[src/rtl/lvds_video_timing_gen_pkg.sv]
// Shared definitions for the LVDS raster / test-pattern source: pattern codes,
// default 1366x768 panel timing and the serdes datain word layout.
package lvds_video_timing_gen_pkg;

    typedef enum logic [2:0] {
        PAT_BLACK  = 3'd0,
        PAT_BARS   = 3'd1,
        PAT_HGRAD  = 3'd2,
        PAT_GRID   = 3'd3,
        PAT_SOLID  = 3'd4,
        PAT_SCROLL = 3'd5
    } pat_e;

    // Default panel: 1366x768, totals 1540 x 780.
    localparam int DEF_H_ACTIVE    = 1366;
    localparam int DEF_H_FP        = 14;
    localparam int DEF_H_SYNC      = 56;
    localparam int DEF_H_BP        = 104;
    localparam int DEF_V_ACTIVE    = 768;
    localparam int DEF_V_FP        = 3;
    localparam int DEF_V_SYNC      = 5;
    localparam int DEF_V_BP        = 4;
    localparam bit DEF_SYNC_ACTIVE = 1'b0;
    localparam int DEF_COLOR_W     = 6;
    localparam int DEF_GRID_LOG2   = 5;
    localparam int DEF_CNT_W       = 11;

    localparam int DEF_H_TOTAL = DEF_H_ACTIVE + DEF_H_FP + DEF_H_SYNC + DEF_H_BP;
    localparam int DEF_V_TOTAL = DEF_V_ACTIVE + DEF_V_FP + DEF_V_SYNC + DEF_V_BP;

    // video_data layout, MSB first: {hsync, vsync, data_en, green, red, blue}.
    localparam int VD_CTRL_BITS = 3;

    // Colour-bar channel enables as {r, g, b}:
    // white, yellow, cyan, green, magenta, red, blue, black.
    function automatic logic [2:0] bar_rgb_mask(input logic [2:0] bar);
        logic [2:0] mask;
        case (bar)
            3'd0:    mask = 3'b111;
            3'd1:    mask = 3'b110;
            3'd2:    mask = 3'b011;
            3'd3:    mask = 3'b010;
            3'd4:    mask = 3'b101;
            3'd5:    mask = 3'b100;
            3'd6:    mask = 3'b001;
            default: mask = 3'b000;
        endcase
        return mask;
    endfunction

endpackage

[src/rtl/video_pattern_gen.sv]
// Combinational test-pattern function: maps a raster coordinate plus the
// frame's latched mode, solid colour and scroll offset to a {g,r,b} pixel.
module video_pattern_gen
    import lvds_video_timing_gen_pkg::*;
#(
    parameter int H_ACTIVE  = DEF_H_ACTIVE,
    parameter int V_ACTIVE  = DEF_V_ACTIVE,
    parameter int COLOR_W   = DEF_COLOR_W,
    parameter int GRID_LOG2 = DEF_GRID_LOG2,
    parameter int CNT_W     = DEF_CNT_W
) (
    input  logic [CNT_W-1:0]     h,
    input  logic [CNT_W-1:0]     v,
    input  logic [2:0]           mode,
    input  logic [3*COLOR_W-1:0] solid,
    input  logic [COLOR_W-1:0]   frame_cnt,
    output logic [3*COLOR_W-1:0] rgb
);

    localparam int BAR_W = H_ACTIVE / 8;
    localparam logic [CNT_W-1:0] H_LAST_ACT = CNT_W'(H_ACTIVE - 1);
    localparam logic [CNT_W-1:0] V_LAST_ACT = CNT_W'(V_ACTIVE - 1);

    logic [2:0]         bar_idx;
    logic [2:0]         bar_mask;
    logic [COLOR_W-1:0] ramp;
    logic [COLOR_W-1:0] scroll_red;
    logic               grid_on;

    // Thresholds are constants; bars past the seventh fall into the last bar,
    // which therefore absorbs the H_ACTIVE/8 remainder.
    always_comb begin
        bar_idx = 3'd0;
        for (int k = 1; k < 8; k++) begin
            if (h >= CNT_W'(k * BAR_W)) begin
                bar_idx = 3'(k);
            end
        end
    end

    assign bar_mask   = bar_rgb_mask(bar_idx);
    assign ramp       = h[COLOR_W+1:2];
    assign scroll_red = ramp + frame_cnt;
    assign grid_on    = (h[GRID_LOG2-1:0] == '0) || (v[GRID_LOG2-1:0] == '0) ||
                        (h == H_LAST_ACT) || (v == V_LAST_ACT);

    always_comb begin
        rgb = '0;
        case (mode)
            PAT_BARS:   rgb = {{COLOR_W{bar_mask[1]}}, {COLOR_W{bar_mask[2]}},
                               {COLOR_W{bar_mask[0]}}};
            PAT_HGRAD:  rgb = {ramp, ramp, ramp};
            PAT_GRID:   rgb = {(3*COLOR_W){grid_on}};
            PAT_SOLID:  rgb = solid;
            PAT_SCROLL: rgb = {{COLOR_W{1'b0}}, scroll_red, {COLOR_W{1'b0}}};
            default:    rgb = '0;
        endcase
    end

endmodule

[src/rtl/lvds_video_timing_gen.sv]
// Raster timing and test-pattern source feeding the 7:1 LVDS serdes datain bus;
// counters, sync decode, per-frame pattern latch and one aligned output stage.
module lvds_video_timing_gen
    import lvds_video_timing_gen_pkg::*;
#(
    parameter int H_ACTIVE    = DEF_H_ACTIVE,
    parameter int H_FP        = DEF_H_FP,
    parameter int H_SYNC      = DEF_H_SYNC,
    parameter int H_BP        = DEF_H_BP,
    parameter int V_ACTIVE    = DEF_V_ACTIVE,
    parameter int V_FP        = DEF_V_FP,
    parameter int V_SYNC      = DEF_V_SYNC,
    parameter int V_BP        = DEF_V_BP,
    parameter bit SYNC_ACTIVE = DEF_SYNC_ACTIVE,
    parameter int COLOR_W     = DEF_COLOR_W,
    parameter int GRID_LOG2   = DEF_GRID_LOG2,
    parameter int CNT_W       = DEF_CNT_W
) (
    input  logic                          pixel_clk,
    input  logic                          rst,
    input  logic                          enable,
    input  logic [2:0]                    pattern_sel,
    input  logic [3*COLOR_W-1:0]          solid_rgb,
    output logic                          hsync,
    output logic                          vsync,
    output logic                          data_en,
    output logic [COLOR_W-1:0]            red,
    output logic [COLOR_W-1:0]            green,
    output logic [COLOR_W-1:0]            blue,
    output logic [3*COLOR_W+VD_CTRL_BITS-1:0] video_data,
    output logic                          frame_start,
    output logic                          line_start,
    output logic [CNT_W-1:0]              pos_x,
    output logic [CNT_W-1:0]              pos_y
);

    localparam int H_TOTAL = H_ACTIVE + H_FP + H_SYNC + H_BP;
    localparam int V_TOTAL = V_ACTIVE + V_FP + V_SYNC + V_BP;

    localparam logic [CNT_W-1:0] H_LAST = CNT_W'(H_TOTAL - 1);
    localparam logic [CNT_W-1:0] V_LAST = CNT_W'(V_TOTAL - 1);
    localparam logic [CNT_W-1:0] H_ACT  = CNT_W'(H_ACTIVE);
    localparam logic [CNT_W-1:0] V_ACT  = CNT_W'(V_ACTIVE);
    localparam logic [CNT_W-1:0] HS_BEG = CNT_W'(H_ACTIVE + H_FP);
    localparam logic [CNT_W-1:0] HS_END = CNT_W'(H_ACTIVE + H_FP + H_SYNC);
    localparam logic [CNT_W-1:0] VS_BEG = CNT_W'(V_ACTIVE + V_FP);
    localparam logic [CNT_W-1:0] VS_END = CNT_W'(V_ACTIVE + V_FP + V_SYNC);

    logic [CNT_W-1:0]     h_cnt;
    logic [CNT_W-1:0]     v_cnt;
    logic                 at_origin;
    logic                 h_wrap;
    logic                 hs_win;
    logic                 vs_win;
    logic                 de_win;

    logic [2:0]           mode_q;
    logic [2:0]           mode_eff;
    logic [3*COLOR_W-1:0] solid_q;
    logic [3*COLOR_W-1:0] solid_eff;
    logic [COLOR_W-1:0]   frame_cnt;
    logic [COLOR_W-1:0]   scroll_q;
    logic [COLOR_W-1:0]   scroll_eff;
    logic [3*COLOR_W-1:0] pat_rgb;

    assign at_origin = (h_cnt == '0) && (v_cnt == '0);
    assign h_wrap    = (h_cnt == H_LAST);

    always_ff @(posedge pixel_clk or posedge rst) begin
        if (rst) begin
            h_cnt <= '0;
            v_cnt <= '0;
        end else if (!enable) begin
            h_cnt <= '0;
            v_cnt <= '0;
        end else if (h_wrap) begin
            h_cnt <= '0;
            v_cnt <= (v_cnt == V_LAST) ? '0 : v_cnt + 1'b1;
        end else begin
            h_cnt <= h_cnt + 1'b1;
        end
    end

    // Mode, colour and scroll offset are captured at (0,0); the origin pixel
    // bypasses the capture so it already belongs to the new frame.
    always_comb begin
        mode_eff   = mode_q;
        solid_eff  = solid_q;
        scroll_eff = scroll_q;
        if (at_origin) begin
            mode_eff   = pattern_sel;
            solid_eff  = solid_rgb;
            scroll_eff = frame_cnt;
        end
    end

    // frame_cnt counts frame starts since rst only; enable does not clear it.
    always_ff @(posedge pixel_clk or posedge rst) begin
        if (rst) begin
            mode_q    <= PAT_BLACK;
            solid_q   <= '0;
            scroll_q  <= '0;
            frame_cnt <= '0;
        end else if (enable && at_origin) begin
            mode_q    <= pattern_sel;
            solid_q   <= solid_rgb;
            scroll_q  <= frame_cnt;
            frame_cnt <= frame_cnt + 1'b1;
        end
    end

    video_pattern_gen #(
        .H_ACTIVE  (H_ACTIVE),
        .V_ACTIVE  (V_ACTIVE),
        .COLOR_W   (COLOR_W),
        .GRID_LOG2 (GRID_LOG2),
        .CNT_W     (CNT_W)
    ) u_pattern (
        .h         (h_cnt),
        .v         (v_cnt),
        .mode      (mode_eff),
        .solid     (solid_eff),
        .frame_cnt (scroll_eff),
        .rgb       (pat_rgb)
    );

    assign hs_win = (h_cnt >= HS_BEG) && (h_cnt < HS_END);
    assign vs_win = (v_cnt >= VS_BEG) && (v_cnt < VS_END);
    assign de_win = (h_cnt < H_ACT) && (v_cnt < V_ACT);

    always_ff @(posedge pixel_clk or posedge rst) begin
        if (rst) begin
            hsync       <= ~SYNC_ACTIVE;
            vsync       <= ~SYNC_ACTIVE;
            data_en     <= 1'b0;
            green       <= '0;
            red         <= '0;
            blue        <= '0;
            frame_start <= 1'b0;
            line_start  <= 1'b0;
            pos_x       <= '0;
            pos_y       <= '0;
        end else if (!enable) begin
            hsync       <= ~SYNC_ACTIVE;
            vsync       <= ~SYNC_ACTIVE;
            data_en     <= 1'b0;
            green       <= '0;
            red         <= '0;
            blue        <= '0;
            frame_start <= 1'b0;
            line_start  <= 1'b0;
            pos_x       <= '0;
            pos_y       <= '0;
        end else begin
            hsync              <= hs_win ? SYNC_ACTIVE : ~SYNC_ACTIVE;
            vsync              <= vs_win ? SYNC_ACTIVE : ~SYNC_ACTIVE;
            data_en            <= de_win;
            {green, red, blue} <= de_win ? pat_rgb : '0;
            frame_start        <= at_origin;
            line_start         <= (h_cnt == '0);
            pos_x              <= h_cnt;
            pos_y              <= v_cnt;
        end
    end

    assign video_data = {hsync, vsync, data_en, green, red, blue};

endmodule

[config.mk]
export PLATFORM = sky130hd
export DESIGN_NAME = lvds_video_timing_gen
export DESIGN_NICKNAME = d
export VERILOG_FILES = /design/src/rtl/lvds_video_timing_gen_pkg.sv /design/src/rtl/video_pattern_gen.sv /design/src/rtl/lvds_video_timing_gen.sv
export SDC_FILE = /design/constraint.sdc
export NUM_CORES = 1
export LEC_CHECK = 0
export ABC_AREA = 1
export CORE_UTILIZATION = 50
export CTS_CLUSTER_DIAMETER = 60
export DETAILED_ROUTE_END_ITERATION = 10
export PLACE_DENSITY = 0.87
export SLEW_MARGIN = 10
export SYNTH_ARGS = -nofsm -noshare
export SYNTH_HDL_FRONTEND = slang
export SYNTH_SLANG_ARGS = --single-unit
[constraint.sdc]
create_clock -name pixel_clk -period 4 [get_ports pixel_clk]
set_clock_uncertainty 0.15 [all_clocks]
set_input_delay 0.4 -clock pixel_clk [delete_from_list [all_inputs] [get_ports pixel_clk]]
set_output_delay 0.4 -clock pixel_clk [all_outputs]
set_load 0.02 [all_outputs]
* Word-level counts from Yosys, hierarchy flattened
Index checks and enable logic that the tools add are counted.
Storage, ports and cells: bits in registers 100, input bits 24, output and inout port bits 66, logic and storage cells 92
Operators by class: add/sub/neg operators 4, magnitude comparators 13, equal/unequal tests 16, muxes and demuxes 30, reductions and logical operators 13
Operator list (count):
- $pmux W18 S5 | 1
- $mux W11 | 7
- $ge A11 B10 Y1 const B | 4
- $mux W18 | 2
- $mux W6 | 4
- $add A11 B1 Y11 const B | 2
- $eq A11 B10 Y1 const B | 2
- $eq A11 B11 Y1 const B | 2
- $ge A11 B11 Y1 const B | 2
- $ge A11 B9 Y1 const B | 2
- $logic_not A11 Y1 | 2
- $lt A11 B10 Y1 const B | 2
- $lt A11 B11 Y1 const B | 2
- $pmux W3 S7 | 1
- $eq A3 B3 Y1 const B | 5
- $mux W3 | 5
- $eq A3 B2 Y1 const B | 4
- $ge A11 B8 Y1 const B | 1
- $logic_not A5 Y1 | 2
- $mux W1 | 8
- $add A6 B1 Y6 const B | 1
- $add A6 B6 Y6 | 1
- $eq A3 B1 Y1 const B | 2
- $logic_and A1 B1 Y1 | 5
- 4 further kinds | 7

* Logic depth before layout (Yosys ltp)
depth in word-level cells 13, depth in mapped cells 21, gate-level depth less buffers 19

* By module
A second synthesis with hierarchy kept.
Unflattened totals: cell total of the unflattened synthesis 810, area total of the unflattened synthesis 5925.7 um^2
By module, submodules not included:
- lvds_video_timing_gen | times used 1, cells an instance 617, area an instance 4961.0 um^2, sequential area each 2504.9 um^2
- video_pattern_gen | times used 1, cells an instance 193, area an instance 964.7 um^2, sequential area each 0.0 um^2

* Worst setup path after synthesis
OpenSTA, ideal clock, no wires.
kind register to register, start reg h_cnt[0], end reg red[4], library setup time 0.071 ns, data arrival time 2.760 ns, data required time 3.779 ns, path slack 1.018 ns, stages on the path, launching flop included 20, buffers on the path 2, clock period less this slack 2.982 ns, path through dfrtp_1 -> inv_1 -> ha_1 -> nand2_2 -> nor2_2 -> nand2_4 -> nor2_8 -> nand2_4 -> buf_6 -> clkbuf_1 -> o21ai_0 -> ha_1 -> inv_1 -> fa_1 -> o21ai_0 -> xor2_1 -> nand2_1 -> nand3_1 -> nor2_1 -> nor2_1
On the way: cells in the longest elaborated chain, start to end 13, elaborated cells on any way between the ends 43, classes of those cells add/sub: 1; order compare: 8; eq/ne: 12; mux: 14; reduce/logical: 8
RTL lines:
- from (decl) | RTL line lvds_video_timing_gen.sv:49 | logic [CNT_W-1:0] h_cnt;
- from (signal assigned) | RTL line lvds_video_timing_gen.sv:80 | h_cnt <= h_cnt + 1'b1;
- $ge A11 B8 Y1 | RTL line video_pattern_gen.sv:35 | if (h >= CNT_W'(k * BAR_W)) begin
- $mux W1 | RTL line video_pattern_gen.sv:35
- $mux W2 (2 in a row) | RTL line video_pattern_gen.sv:35
- $mux W3 (4 in a row) | RTL line video_pattern_gen.sv:35
- $eq A3 B3 Y1 (tied with other cells) | RTL line lvds_video_timing_gen_pkg.sv:38 | case (bar)
- $pmux W3 S7 | RTL line lvds_video_timing_gen_pkg.sv:38
- $pmux W18 S5 | RTL line video_pattern_gen.sv:49 | case (mode)
- $mux W18 (*) | RTL line lvds_video_timing_gen.sv:158 | {green, red, blue} <= de_win ? pat_rgb : '0;
- $mux W6 (*) | RTL line lvds_video_timing_gen.sv:143 | end else if (!enable) begin
- to (signal assigned) | RTL line lvds_video_timing_gen.sv:158
- to (decl) | RTL line lvds_video_timing_gen.sv:27 | output logic [COLOR_W-1:0] red,
Every way passes the cells marked *; elsewhere a longest branch is shown, timed or not. A chain may end at the register's enable or synchronous reset.

* Worst setup path after layout
start reg h_cnt[0], end reg red[5]
The elaborated chain is that of the path after synthesis.

==> impl_metrics.env <==
export IMPL_status="finished, final reports clean"
export IMPL_h_tree_depth=3
export IMPL_final_max_slew_violation_count=0
export IMPL_final_hold_violation_count=0
export IMPL_finalSetupViolations=0
export IMPL_drt_iter0_drc=379
export IMPL_gp_congestion=0.940
export IMPL_vias=4822
export IMPL_yosys_area_share_simple=0.294
export IMPL_min_path_type="in -> async"
export IMPL_track_usage=0.232
export IMPL_clk_pin_slew_worst_paths_ps=100
export IMPL_synth_area_per_cell_um2=7.75
export IMPL_synth_xor_area_frac=0.0144
export IMPL_cts_buffer_depth=2
export IMPL_clock_latency_ps=370
export IMPL_grt_ovfl_total=0
export IMPL_syn_num_nets=744
export IMPL_post_route_drc_count=0
export IMPL_path_cells="inv_1 > ha_1 > nand2_2 > nor2_2 > nand2_4 > nor2_8 > nand2_4 > inv_1 > o21ai_0 > ha_1 > a21oi_1 > nand2_1 > a21o_1 > a21oi_1 > nand3b_1 > nand3_1 > a21oi_1"
export IMPL_synth_top_family_by_area="simple AND/OR/NAND/NOR gates"
export IMPL_netlist_cell_type_count=38
export IMPL_grt_max_degree=59
export IMPL_finalCritPeriodShare=0.873
export IMPL_crit_type="reg -> reg"
export IMPL_core_um2=10500
export IMPL_ys_ff_latch=100
export IMPL_ant_nets=0
export IMPL_slowest_delay_ps=450
export IMPL_globalRouteMet2Util=0.356
export IMPL_cts_num_sinks=100
export IMPL_rsz0062_at_grt="false"
export IMPL_rrSetupSlack_ps=510
export IMPL_cts_tree="built"
export IMPL_num_antenna_cells=0
export IMPL_drive_gt1_frac=0.0848
export IMPL_cts_setup_buffers=0
export IMPL_netlist_top_cells_area="dfrtp_1 (45%), nand2_1 (13%), inv_1 (5.5%)"
export IMPL_dieHeight_um=107
export IMPL_grt_util_met3=0.0401
export IMPL_place_hpwl_um=9250
export IMPL_cts_hold_buf=0
export IMPL_synth_edf_count=0
export IMPL_end_kind="flop"
export IMPL_die_area_um2=11400
export IMPL_synth_top_area_frac=0.447
export IMPL_drv_cap=0
export IMPL_setup_ws_ps=510
export IMPL_die_w_um=107
export IMPL_ios=90
export IMPL_worstReg2RegStart="h_cnt[0]$_DFF_PP0_"
export IMPL_synth_compound_area_share=0.0887
export IMPL_syn_area_um2=5490
export IMPL_r2r_cells=17
export IMPL_cts_buffers=9
export IMPL_finalCriticalPeriod_ps=3490
export IMPL_nets=809
export IMPL_port_buffers=89
export IMPL_crit_fanout=39
export IMPL_post_cts_resized=0
export IMPL_critical_path_most_common_cell="a21oi_1"
export IMPL_grt_pass1_vias=4396
export IMPL_post_place_ws_ps=595
export IMPL_dr_pass1_iters=5
export IMPL_slew_headroom=0.536
export IMPL_leakagePower_nw=3.36
export IMPL_synth_top_cell_by_area="dfrtp_1"
export IMPL_vdd_drop_max_uv=184
export IMPL_yosysSeqAreaShare=0.457
export IMPL_rows=37
export IMPL_met1_usage=0.328
export IMPL_worstPathArrival_ps=3630
export IMPL_busiest_layer="met2"
export IMPL_async_flop_share=1.00
export IMPL_cp_start_kind="flop"
export IMPL_grt_pass1_wl_um=20900
export IMPL_p_per_area_nw_per_um2=404
export IMPL_tightestPinTransition_ps=696
export IMPL_start_util=0.524
export IMPL_p_total_mw=2.63
export IMPL_wl_um=12500
export IMPL_antenna_found_initial=0
export IMPL_required_ps=4140
export IMPL_syn2layout_area_growth_pct=18.5
export IMPL_cts_root_buffer="clkbuf_8"
export IMPL_synthAdderAreaFrac=0.0287
export IMPL_instances_no_fill=914
export IMPL_fmax_mhz=287
export IMPL_dp_cells=898
export IMPL_synthMuxAreaShare=0
export IMPL_yosysWarnings=0
export IMPL_wl_per_cell_um=13.7
export IMPL_slowest_stage="dfrtp_1"
export IMPL_synth_flop_cell="dfrtp_1"
export IMPL_rr_endpoint="red[5]$_DFF_PP0_"
export IMPL_tns_ps=0
export IMPL_vias_per_cell=5.28
export IMPL_syn_instance_count=708
export IMPL_n_fill_cell=898
==> layout make-up <==
| class | count | area (um^2) | share of cell area |
|---|---|---|---|
| Inverter | 96 | 363 | 0.0558 |
| Timing Repair Buffer | 96 | 943 | 0.145 |
| Multi-Input combinational cell | 470 | 2330 | 0.359 |
| Clock buffer | 11 | 151 | 0.0233 |
| Tap cell | 136 | 170 | 0.0262 |
| Clock inverter | 5 | 36.3 | 0.00558 |
| Sequential cell | 100 | 2500 | 0.385 |
==> through the flow <==
| step | hold slack [ps] | cell area [um^2] | utilization |
|---|---|---|---|
| finish | 334 | 6500 | 0.622 |
| global route | 367 | 6500 | 0.622 |
| CTS | 348 | 6500 | 0.622 |
| detailed placement | 327 | 6310 | 0.604 |
| global placement | 317 | 6310 | 0.604 |
| floorplan | 303 | 5490 | - |
==> cell usage after synthesis, types with 11 or more instances <==
library cell,number
inv_1,80
ha_1,11
dfrtp_1,98
o21ai_0,52
inv_2,15
buf_4,24
nand4_1,11
nor2_1,73
nor3_1,12
nand2_1,186
nand3_1,39
a21oi_1,28
==> state kept, by name (all words and copies together) (netlist names), 3 cells and up <==
name,count
green,6
pos_x,11
h_cnt,11
mode_q,3
blue,6
solid_q,18
pos_y,11
scroll_q,6
v_cnt,11
red,6
frame_cnt,6
==> how the worst max path moves through the flow <==
stage / cells after the start / from / end
after floorplan: 1 / rst / blue[0]$_DFF_PP0_
after global placement: 17 / h_cnt[0]$_DFF_PP0_ / red[5]$_DFF_PP0_
after detailed placement: 17 / h_cnt[0]$_DFF_PP0_ / red[5]$_DFF_PP0_
after CTS: 17 / h_cnt[0]$_DFF_PP0_ / red[5]$_DFF_PP0_
after global routing: 18 / h_cnt[0]$_DFF_PP0_ / red[5]$_DFF_PP0_
final: 17 / h_cnt[0]$_DFF_PP0_ / red[5]$_DFF_PP0_
==> power breakdown <==
part           total, mW  internal (mW)  switching [mW]
Combinational      0.789          0.307           0.482
Sequential          1.23           1.15          0.0833
Clock              0.610          0.261           0.349
==> placed cells by master (no fill, tap or decap), types with 6 or more instances in the layout <==
cell             instances
nor2_2                   6
nand2_4                  6
ha_1                    11
nor3_1                  12
dfrtp_1                 98
o21ai_0                 52
inv_1                   79
buf_4                    7
inv_2                   15
nand2_1                186
a21oi_1                 28
clkbuf_8                11
nand4_1                 11
xor2_1                   6
clkdlybuf4s50_1         89
nor2_1                  73
nand3_1                 39
==> layer usage <==
layer	wire length, um	part of all wire
met1	5650	0.45
met5	0	0
met2	5890	0.47
met4	261	0.021
met3	732	0.058
==> cells by family after synthesis <==
family,count (synthesis)
AO/OA/AOI/OAI,93
XOR/XNOR,9
adder cells (fa/ha/maj),12
buffers and inverters,138
flip-flops,100
AND/OR/NAND/NOR,356
==> worst max-delay path: cells and delay by family, from the launching register on <==
family | cells | cell delay, ps
buffers and inverters | 2 | 540
AND/OR/NAND/NOR | 8 | 980
adder cells (fa/ha/maj) | 2 | 530
AO/OA/AOI/OAI | 5 | 740
flip-flops | 1 | 450
No activity file was read; power rests on OpenSTA's default activity.
